### src/rtl/stream_fifo_flushable_pkg.sv
// Shared helpers for the flushable stream FIFO: index width of a storage array.
package stream_fifo_flushable_pkg;

  // A single entry still needs a one-bit index.
  function automatic int unsigned idx_width(input int unsigned num_idx);
    return (num_idx > 32'd1) ? unsigned'($clog2(num_idx)) : 32'd1;
  endfunction

endpackage

### src/rtl/stream_fifo_flushable.sv
// Valid/ready FIFO, registered outputs, one-cycle minimum latency, no fall-through.
// ready_o only from full flag; flush_i/clr_i empty it in one cycle (clr_i also zeroes storage).
module stream_fifo_flushable
  import stream_fifo_flushable_pkg::*;
#(
  parameter int unsigned Depth = 4,
  parameter type T = logic,
  localparam int unsigned AddrW = idx_width(Depth)
) (
  input  logic           clk_i,
  input  logic           rst_ni,
  input  logic           clr_i,
  input  logic           flush_i,
  input  logic           valid_i,
  output logic           ready_o,
  input  T               data_i,
  output logic           valid_o,
  input  logic           ready_i,
  output T               data_o,
  output logic [AddrW:0] usage_o
);

  if (Depth == 0) begin : g_depth_check
    $fatal(1, "stream_fifo_flushable: Depth must be at least 1");
  end

  logic [AddrW-1:0] r_rd_ptr;
  logic [AddrW-1:0] r_wr_ptr;
  logic [AddrW:0]   r_count;
  T                 r_mem [Depth];

  logic w_full;
  logic w_empty;
  logic w_push;
  logic w_pop;

  function automatic logic [AddrW-1:0] next_ptr(input logic [AddrW-1:0] ptr);
    return (ptr == AddrW'(Depth - 1)) ? '0 : ptr + AddrW'(1);
  endfunction

  assign w_full  = (r_count == (AddrW + 1)'(Depth));
  assign w_empty = (r_count == '0);
  // A pop at full does not open ready_o this cycle: ready is a flop decode only.
  assign w_push  = valid_i && !w_full && !flush_i && !clr_i;
  assign w_pop   = !w_empty && ready_i && !flush_i && !clr_i;

  assign ready_o = !w_full;
  assign valid_o = !w_empty;
  assign usage_o = r_count;
  assign data_o  = r_mem[r_rd_ptr];

  always_ff @(posedge clk_i or negedge rst_ni) begin
    if (!rst_ni) begin
      r_rd_ptr <= '0;
      r_wr_ptr <= '0;
      r_count  <= '0;
    end else if (clr_i || flush_i) begin
      r_rd_ptr <= '0;
      r_wr_ptr <= '0;
      r_count  <= '0;
    end else begin
      if (w_push) r_wr_ptr <= next_ptr(r_wr_ptr);
      if (w_pop)  r_rd_ptr <= next_ptr(r_rd_ptr);
      case ({w_push, w_pop})
        2'b10:   r_count <= r_count + (AddrW + 1)'(1);
        2'b01:   r_count <= r_count - (AddrW + 1)'(1);
        default: r_count <= r_count;
      endcase
    end
  end

  always_ff @(posedge clk_i or negedge rst_ni) begin
    if (!rst_ni) begin
      for (int i = 0; i < int'(Depth); i++) r_mem[i] <= '0;
    end else if (clr_i) begin
      for (int i = 0; i < int'(Depth); i++) r_mem[i] <= '0;
    end else if (w_push) begin
      r_mem[r_wr_ptr] <= data_i;
    end
  end

  // Flushing while upstream presents a word silently drops that word.
  assert property (@(posedge clk_i) disable iff (!rst_ni) !(flush_i && valid_i))
    else $warning("stream_fifo_flushable: flush_i with valid_i drops data");

endmodule

### config.mk
export PLATFORM = sky130hd
export DESIGN_NAME = stream_fifo_flushable
export DESIGN_NICKNAME = d
export VERILOG_FILES = /design/src/rtl/stream_fifo_flushable_pkg.sv /design/src/rtl/stream_fifo_flushable.sv
export SDC_FILE = /design/constraint.sdc
export NUM_CORES = 1
export LEC_CHECK = 0
export CAP_MARGIN = 20
export CORE_MARGIN = 10
export CORE_UTILIZATION = 44
export DETAILED_ROUTE_END_ITERATION = 6
export GPL_TIMING_DRIVEN = 0
export MAX_ROUTING_LAYER = met4
export PLACE_DENSITY = 0.72
export RECOVER_POWER = 50
export SLEW_MARGIN = 20
export SYNTH_ARGS = -nofsm -noshare
export SYNTH_HDL_FRONTEND = slang
export SYNTH_SLANG_ARGS = --single-unit
### constraint.sdc
create_clock -name clk_i -period 2.1 [get_ports clk_i]
set_input_delay 0.525 -clock clk_i [delete_from_list [all_inputs] [get_ports clk_i]]
set_output_delay 0.525 -clock clk_i [all_outputs]
set_load 0.05 [all_outputs]
# Word-level counts from Yosys, hierarchy flattened
# Cells that the tools add are included.
# totals
register_bits	11
inputBits	7
# classes
addsub	4
magnitude_cmp	3
eq_ne	5
n_mux	16
bitwise	2
reduce_logical	17
# ops
op	n
$mux W2	6
$mux W4	2
$logic_and A1 B1 Y1	7
$eq A2 B2 Y1 const B	3
$ge A3 B3 Y1 const B	2
$not A2 Y3	2
$pmux W3 S2	1
$reduce_bool A2 Y1	3
$add A2 B1 Y2 const B	2
$bwmux W4	1
$logic_not A1 Y1	4
$add A3 B1 Y3 const B	1
$eq A3 B3 Y1 const B	1
$logic_not A3 Y1	1
$lt A3 B1 Y1 const B	1
$mux W1	3
$mux W3	1
$reduce_bool A3 Y1	1
$sub A3 B1 Y3 const B	1
$bmux W1 S2	1
$demux W1 S2	1
$eq A2 B1 Y1 const B	1
$logic_or A1 B1 Y1	1

# Logic depth before layout (Yosys ltp)
# Gate-level depths: netlist (run 1).
# logic_depth
depth_word	8
ltp_mapped	8

# Worst setup path after synthesis (run 1)
# Ideal clock, no wire load.
# synth_timing
path_kind	reg-to-reg
start	reg r_count[2] (netlist: usage_o[2])
end	reg r_count[2] (netlist: usage_o[2])
setup_time_ps	120
t_arrival_ps	2234
required_ps	1980
path_slack_ps	-254
stages_incl_launch_ff	9
n_path_buf	1
synth_period_minus_slack_ps	2354
cell_sequence	dfrtp_1 -> or3b_1 -> buf_6 -> a21oi_1 -> and2_1 -> fa_1 -> and4_1 -> o21ai_0 -> and3b_1
# synth_via
elab_chain_len	8
word_cells_on_any_way	17
cone_classes	add/sub (2); eq/ne (3); mux (2); reduce/logical (10)
# synth_lines
element	line_no	rtl
start: declaration	stream_fifo_flushable.sv:29	logic [AddrW:0] r_count;
start signal: assignment	stream_fifo_flushable.sv:65	2'b10: r_count <= r_count + (AddrW + 1)'(1);
start signal: assignment	stream_fifo_flushable.sv:66	2'b01: r_count <= r_count - (AddrW + 1)'(1);
start signal: assignment	stream_fifo_flushable.sv:67	default: r_count <= r_count;
$eq A3 B3 Y1 (*)	stream_fifo_flushable.sv:41	assign w_full = (r_count == (AddrW + 1)'(Depth));
$logic_not A1 Y1 (*)	n/a	
via ready_o	stream_fifo_flushable.sv:15	output logic ready_o,
$logic_and A1 B1 Y1 (*) (3 in series)	stream_fifo_flushable.sv:44	assign w_push = valid_i && !w_full && !flush_i && !clr_i;
$eq A2 B1 Y1 / $eq A2 B2 Y1 (equally long branches)	stream_fifo_flushable.sv:64	case ({w_push, w_pop})
$pmux W3 S2	stream_fifo_flushable.sv:64	
$mux W3	stream_fifo_flushable.sv:57	end else if (clr_i || flush_i) begin
# The timed path passes the listed nets; every way through them passes the cells marked *.
# A chain may end at the register's enable or synchronous reset.

# Worst setup path in the final report (run 1)
# layout_timing
start	reg r_count[0] (netlist: usage_o[0])
end	reg r_count[2] (netlist: usage_o[2])
# layout_via
elab_chain_len	8
word_cells_on_any_way	17
cone_classes	add/sub (2); eq/ne (3); mux (2); reduce/logical (10)
# layout_lines
element	line_no
$eq A3 B3 Y1 / $logic_not A3 Y1 (equally long branches)	stream_fifo_flushable.sv:41, stream_fifo_flushable.sv:42
$logic_not A1 Y1 (on tied branches)	stream_fifo_flushable.sv:44, stream_fifo_flushable.sv:45
$logic_and A1 B1 Y1 (on tied branches) (3 in series)	stream_fifo_flushable.sv:44, stream_fifo_flushable.sv:45
$eq A2 B1 Y1 / $eq A2 B2 Y1 (equally long branches)	stream_fifo_flushable.sv:64
$pmux W3 S2	stream_fifo_flushable.sv:64
$mux W3	stream_fifo_flushable.sv:57
# Several ways; a longest one is shown, not always the timed one.

==> results of run 1 <==
## worst paths after layout
kind | from | endpoint | slack, ns | cells after the start
min in group asynchronous | rst_ni | r_rd_ptr[1] | 0.65 | 1
worst max register to register | usage_o[0] | usage_o[2] | 0.08 | 8
worst min register to register | r_mem[2] | r_mem[2] | 0.55 | 2
max in group asynchronous | rst_ni | usage_o[1] | 1.08 | 1
worst min-delay path | r_mem[2] | r_mem[2] | 0.55 | 2
worst max-delay path | usage_o[0] | usage_o[2] | 0.08 | 8
## where the power goes
group / internal [mW] / leakage, nW / switching (mW) / total (mW)
combinational: 0.0359 / 0.293 / 0.0481 / 0.0840
clock: 0.0737 / 0.0150 / 0.0790 / 0.153
sequential: 0.216 / 0.147 / 0.00379 / 0.220
total: 0.326 / 0.456 / 0.131 / 0.457
## cells in the mapped netlist (all sizes together)
| cell | number | share of area [%] |
|---|---|---|
| nor2b | 1 | 0.90 |
| or3b | 2 | 2.5 |
| fa | 1 | 2.9 |
| o31ai | 1 | 1.8 |
| and3 | 1 | 0.90 |
| dfrtp | 11 | 39 |
| inv | 6 | 3.2 |
| mux4 | 1 | 3.2 |
| a211oi | 1 | 1.1 |
| mux2i | 1 | 1.4 |
| a21oi | 8 | 6.3 |
| a21boi | 1 | 1.1 |
| nor3 | 5 | 3.6 |
| nor2 | 1 | 0.54 |
| nand2 | 2 | 1.1 |
| o21ai | 7 | 5.0 |
| and4 | 1 | 1.3 |
| ha | 5 | 9.0 |
| or3 | 3 | 2.7 |
| buf | 3 | 3.8 |
| nand3 | 5 | 3.6 |
| and2 | 2 | 2.2 |
| and3b | 2 | 2.5 |
## final cells by class
type                    count  area, sq um  share of cell area (%)
well taps                  16        20.02                   2.122
repair buffers             18        160.2                   16.98
flip-flops and latches     11        279.0                   29.58
inverters                   6        22.52                   2.387
clock buffers               4        26.28                   2.785
multi-input cells          51        420.4                   44.56
plain buffers               2        15.01                   1.592
## cell usage in the layout (no fill, tap or decap), drive strengths merged, types with 2 or more instances in the layout
master	synthesis	layout
a21oi	8	8
and2	2	2
and3b	2	2
buf	3	10
clkbuf	0	5
clkdlybuf4s50	0	3
dfrtp	11	11
dlygate4sd2	0	2
dlymetal6s2s	0	2
ha	5	5
inv	6	6
nand2	2	2
nand3	5	5
nor3	5	5
o21ai	7	7
or3	3	3
or3b	2	2
## sequential cells by signal, summed over array words and instances (netlist names)
name,cells
r_wr_ptr,2
usage_o,3
r_mem,4
r_rd_ptr,2
## per-layer routing
layer,routed length [um],vias to the layer above,track usage [%],part of all wire (%)
met4,38,0,6.731,2.3
met2,750,11,15.44,46
met1,769,283,14.20,47
met3,61,5,3.602,3.8
li1,-,293,-,-
met5,0,-,-,0
## worst max-delay path, stage by stage (launching register included)
cell and delay [ns]:
dfrtp_2 0.43, buf_6 0.13, o31ai_4 0.24, a21oi_4 0.05
and2_4 0.17, fa_2 0.37, a211oi_2 0.26, o21ai_1 0.10
and3b_1 0.17
## timing repair
| item | 4_1_cts | 5_1_grt |
|---|---|---|
| hold buffers | 0 | 0 |
| gates cloned | 0 | 0 |
| gates resized for setup | 13 | 11 |
| pin swaps | 2 | 5 |
| buffers inserted | 4 | 3 |
| setup endpoints to repair | 6 | 4 |
## kinds of logic after synthesis
kind of cell / synth area share (%)
buffers and inverters: 7.001
flip-flops: 39.50
multiplexers: 4.668
AO/OA/AOI/OAI: 15.26
adder cells (fa/ha/maj): 11.85
AND/OR/NAND/NOR: 21.73
## through the flow
stage,instances,instance area (sq um),total power [mW]
floorplan,71,723.2,0.2703
global placement,98,853.3,0.2989
detailed placement,98,853.3,0.3013
CTS,106,922.1,0.4597
finish,108,943.4,0.4565
global route,108,943.4,0.4889
==> results.py, run 1 <==
metrics = {
    "run_status": {
        "status": "finished, final reports clean",
    },
    "final_layout": {
        "finalCoreUtilization_pct": 62.62,
        "fin_nets": 106,
        "fillCellCount": 141,
        "area_growth_pct": 35.37,
        "drive_gt1_share_pct": 31.52,
        "antenna-diode-count": 0,
    },
    "cts": {
        "cts_tree": "built",
        "htreeDepth": 1,
        "cts.path.max_buffers": 2,
        "cts.sinks": 11,
        "cts-root-buf": "clkbuf_4",
        "numCtsBuffers": 3,
        "clk-insertion-delay-late_ns": 0.28,
        "path_clk_slew_ns": 0.08,
    },
    "critical_path": {
        "arrival_ns": 2.19,
        "critPathRequiredTime_ns": 2.27,
        "crit_fanout": 3,
        "cp-end-kind": "flop",
        "worstSetupStartpointType": "flop",
        "crit_type": "reg -> reg",
    },
    "floorplanning": {
        "io_pins": 13,
        "fp.dieW_um": 59.80,
        "core_sq_um": 1506,
        "die_h_um": 59.80,
        "fp.dieArea_sq_um": 3576,
        "fp-row-count": 14,
        "initial_core_util_pct": 46.26,
    },
    "drt": {
        "drt_first_pass_iters": 4,
        "drtIter0Drc": 16,
        "via_count": 592,
        "drc": 0,
        "ant_nets": 0,
        "wl_mm": 1.620,
        "viasPerCell": 5.481,
        "post_drt_wl_per_cell_um": 15.00,
    },
    "global_routing": {
        "grt_pass1_vias": 625,
        "grt_max_degree": 12,
        "track_usage_pct": 11.35,
        "grt_pass1_wl_mm": 2.994,
        "antenna_found_initial": 0,
        "overflow": 0,
    },
    "run": {
        "drv_cap": 0,
    },
    "synthesis": {
        "synth_cell_type_count": 26,
        "synthCells": 71,
        "syn-num-nets": 84,
        "netlist_area_sq_um": 696.9,
        "syn_area_per_cell_sq_um": 9.816,
        "ys_ff_latch": 11,
        "yosys_warnings": 0,
        "yosysSeqAreaShare_pct": 39.50,
    },
    "placed_design": {
        "preCtsSetupSlack_ns": -0.6972,
        "gp_congestion": 0.7579,
        "io_buffer_count": 11,
        "dp_hpwl_mm": 1.151,
    },
    "power": {
        "vdd_drop_max_uv": 243.8,
        "leakage_nw": 0.4559,
        "power.density_nw_per_um2": 483.9,
    },
    "timing": {
        "hold_viol_final": 0,
        "holdWs_ns": 0.5532,
        "setup_tns_ns": 0,
        "grt_setup_unrepaired": "true",
        "fin_crit_ns": 2.021,
        "fin_worst_skew_ns": 0.004807,
        "setup_violations": 0,
        "fin_ws_ns": 0.07932,
        "max_freq_mhz": 494.9,
        "maxSlewHeadroom_pct": 65.89,
        "period_share_pct": 96.22,
        "worst_pin_slew_ns": 0.5100,
        "slew_viol_final": 0,
    },
    "worst_hold_path": {
        "hold_path_class": "reg -> reg",
    },
}
No activity file was read; power rests on OpenSTA's default activity.
==> inputs of run 2 (changes only) <==
--- a/config.mk
+++ b/config.mk
@@ -6,7 +6,6 @@
 export NUM_CORES = 1
 export LEC_CHECK = 0
 export CAP_MARGIN = 20
-export CORE_MARGIN = 10
 export CORE_UTILIZATION = 44
 export DETAILED_ROUTE_END_ITERATION = 6
 export GPL_TIMING_DRIVEN = 0
@@ -17,3 +16,4 @@
 export SYNTH_ARGS = -nofsm -noshare
 export SYNTH_HDL_FRONTEND = slang
 export SYNTH_SLANG_ARGS = --single-unit
+export TNS_END_PERCENT = 5
==> results.py, run 2 (same netlist as run 1, synthesis figures left out) <==
metrics = {
    "run_status": {
        "status": "complete, but fails checks",
        "violations": "setup timing",
    },
    "final_layout": {
        "final_cell_mix": "dfrtp_1 (8), o21ai_0 (7), inv_1 (6), a21oi_1 (6)",
        "largest_register_ffs": 4,
        "area_growth_pct": 26.75,
        "antenna-diode-count": 0,
        "fillCellCount": 143,
        "final_common_cell": "dfrtp_1",
        "largest-register": "r_mem",
        "finalCoreUtilization_pct": 59.33,
        "fin_nets": 100,
        "stdcell_count": 102,
        "drive_gt1_share_pct": 19.77,
    },
    "drt": {
        "ant_nets": 0,
        "drc": 0,
        "wl_mm": 1.256,
        "post_drt_wl_per_cell_um": 12.31,
        "drt_first_pass_iters": 4,
        "viasPerCell": 5.549,
        "drtIter0Drc": 10,
        "via_count": 566,
    },
    "floorplanning": {
        "io_pins": 13,
        "fp-row-count": 14,
        "fp.dieW_um": 41.80,
        "initial_core_util_pct": 46.81,
        "die_h_um": 41.80,
        "fp.dieArea_sq_um": 1747,
        "core_sq_um": 1489,
    },
    "timing": {
        "slew_viol_final": 0,
        "max_freq_mhz": 456.3,
        "grt_setup_unrepaired": "true",
        "setup_violations": 2,
        "period_share_pct": 104.4,
        "fin_worst_skew_ns": 0.003605,
        "fin_ws_ns": -0.09161,
        "hold_viol_final": 0,
        "setup_tns_ns": -0.1290,
        "maxSlewHeadroom_pct": 66.80,
        "holdWs_ns": 0.5498,
        "worst_pin_slew_ns": 0.4972,
        "fin_crit_ns": 2.192,
    },
    "cts": {
        "cts_tree": "built",
        "numCtsBuffers": 3,
        "cts-root-buf": "clkbuf_4",
        "cts.path.max_buffers": 2,
        "cts.sinks": 11,
        "clk-insertion-delay-late_ns": 0.26,
        "htreeDepth": 1,
        "cts_hold_buf": 0,
        "path_clk_slew_ns": 0.06,
    },
    "critical_path": {
        "crit_fanout": 6,
        "crit_type": "in -> reg",
        "worstSetupStartpointType": "primary input",
        "cp-end-kind": "flop",
        "critPathRequiredTime_ns": 2.25,
        "slowest_delay_ns": 0.46,
        "crit_chain": "clkdlybuf4s50_1 -> nor2b_4 -> a21oi_4 -> and2_4 -> fa_1 -> and4_1 -> nor3_1 -> and3b_1",
        "arrival_ns": 2.34,
        "slowest_stage": "clkdlybuf4s50_1",
    },
    "global_routing": {
        "grt_pass1_vias": 506,
        "overflow": 0,
        "grt_max_degree": 12,
        "track_usage_pct": 17.42,
        "grt_pass1_wl_mm": 2.249,
        "antenna_found_initial": 0,
    },
    "run": {
        "drv_cap": 0,
    },
    "placed_design": {
        "io_buffer_count": 11,
        "dp.cells": 98,
        "preCtsSetupSlack_ns": -0.7041,
        "dp_hpwl_um": 985.5,
        "gp_congestion": 0.8633,
    },
    "worst_hold_path": {
        "hold_path_class": "reg -> reg",
    },
    "power": {
        "leakage_nw": 0.4140,
        "power.density_nw_per_um2": 492.8,
        "vdd_drop_max_uv": 292.6,
    },
}
## run 2: cell count changes in the layout (fill, tap and decap cells not counted), sizes merged
cell / change
clkdlybuf4s50: +2
dlymetal6s2s: -1
dlygate4sd2: +1
clkdlybuf4s15: -1
buf: -7
## run 2: metrics by stage
stage / power [mW] / instance area (sq um)
2_1_floorplan: 0.2703 / 723.2
3_3_place_gp: 0.2994 / 853.3
3_5_place_dp: 0.3005 / 853.3
4_1_cts: 0.4446 / 882.1
5_1_grt: 0.4619 / 883.3
6_report: 0.4353 / 883.3
## run 2: per-layer routing
metal | track usage [%] | wire, um | vias up
met5 | - | 0 | -
met4 | 7.742 | 15 | 0
met3 | 2.609 | 40 | 2
met2 | 24.38 | 557 | 13
met1 | 24.93 | 643 | 269
li1 | - | - | 282
## run 2: worst max-delay path, delay by kind of cell
kind	cells	cell delay, ns
buffers and inverters	1	0.46
and+or+nand+nor	5	0.91
adders and majority gates	1	0.37
AOI/OAI and AO/OA	1	0.09
## run 2: final timing paths
path	slack [ns]	startpoint	to	depth (start not counted)
max	-0.09	valid_i	usage_o[2]	8
min	0.55	r_mem[3]	r_mem[3]	2
max reg2reg	-0.02	usage_o[2]	usage_o[2]	7
min reg2reg	0.55	r_mem[3]	r_mem[3]	2
max in group asynchronous	1.08	rst_ni	usage_o[2]	1
min in group asynchronous	0.66	rst_ni	r_mem[0]	1
## run 2: report_power, final
part | internal [mW] | total, mW | switching, mW
logic | 0.0299 | 0.0734 | 0.0435
registers | 0.216 | 0.221 | 0.00513
clock network | 0.0734 | 0.141 | 0.0673
## run 2: what timing repair did
action	in CTS	in global routing
endpoints found under the setup margin	5	5
resized for setup	6	4
setup buffers	0	0
## run 2: final cells by class
type                    instances  area [sq um]  area share [%]
multi-input cells              51         405.4           45.89
flip-flops and latches         11         279.0           31.59
repair buffers                 11         103.9           11.76
clock buffers                   4         26.28           2.975
plain buffers                   3         26.28           2.975
inverters                       6         22.52           2.550
well taps                      16         20.02           2.266
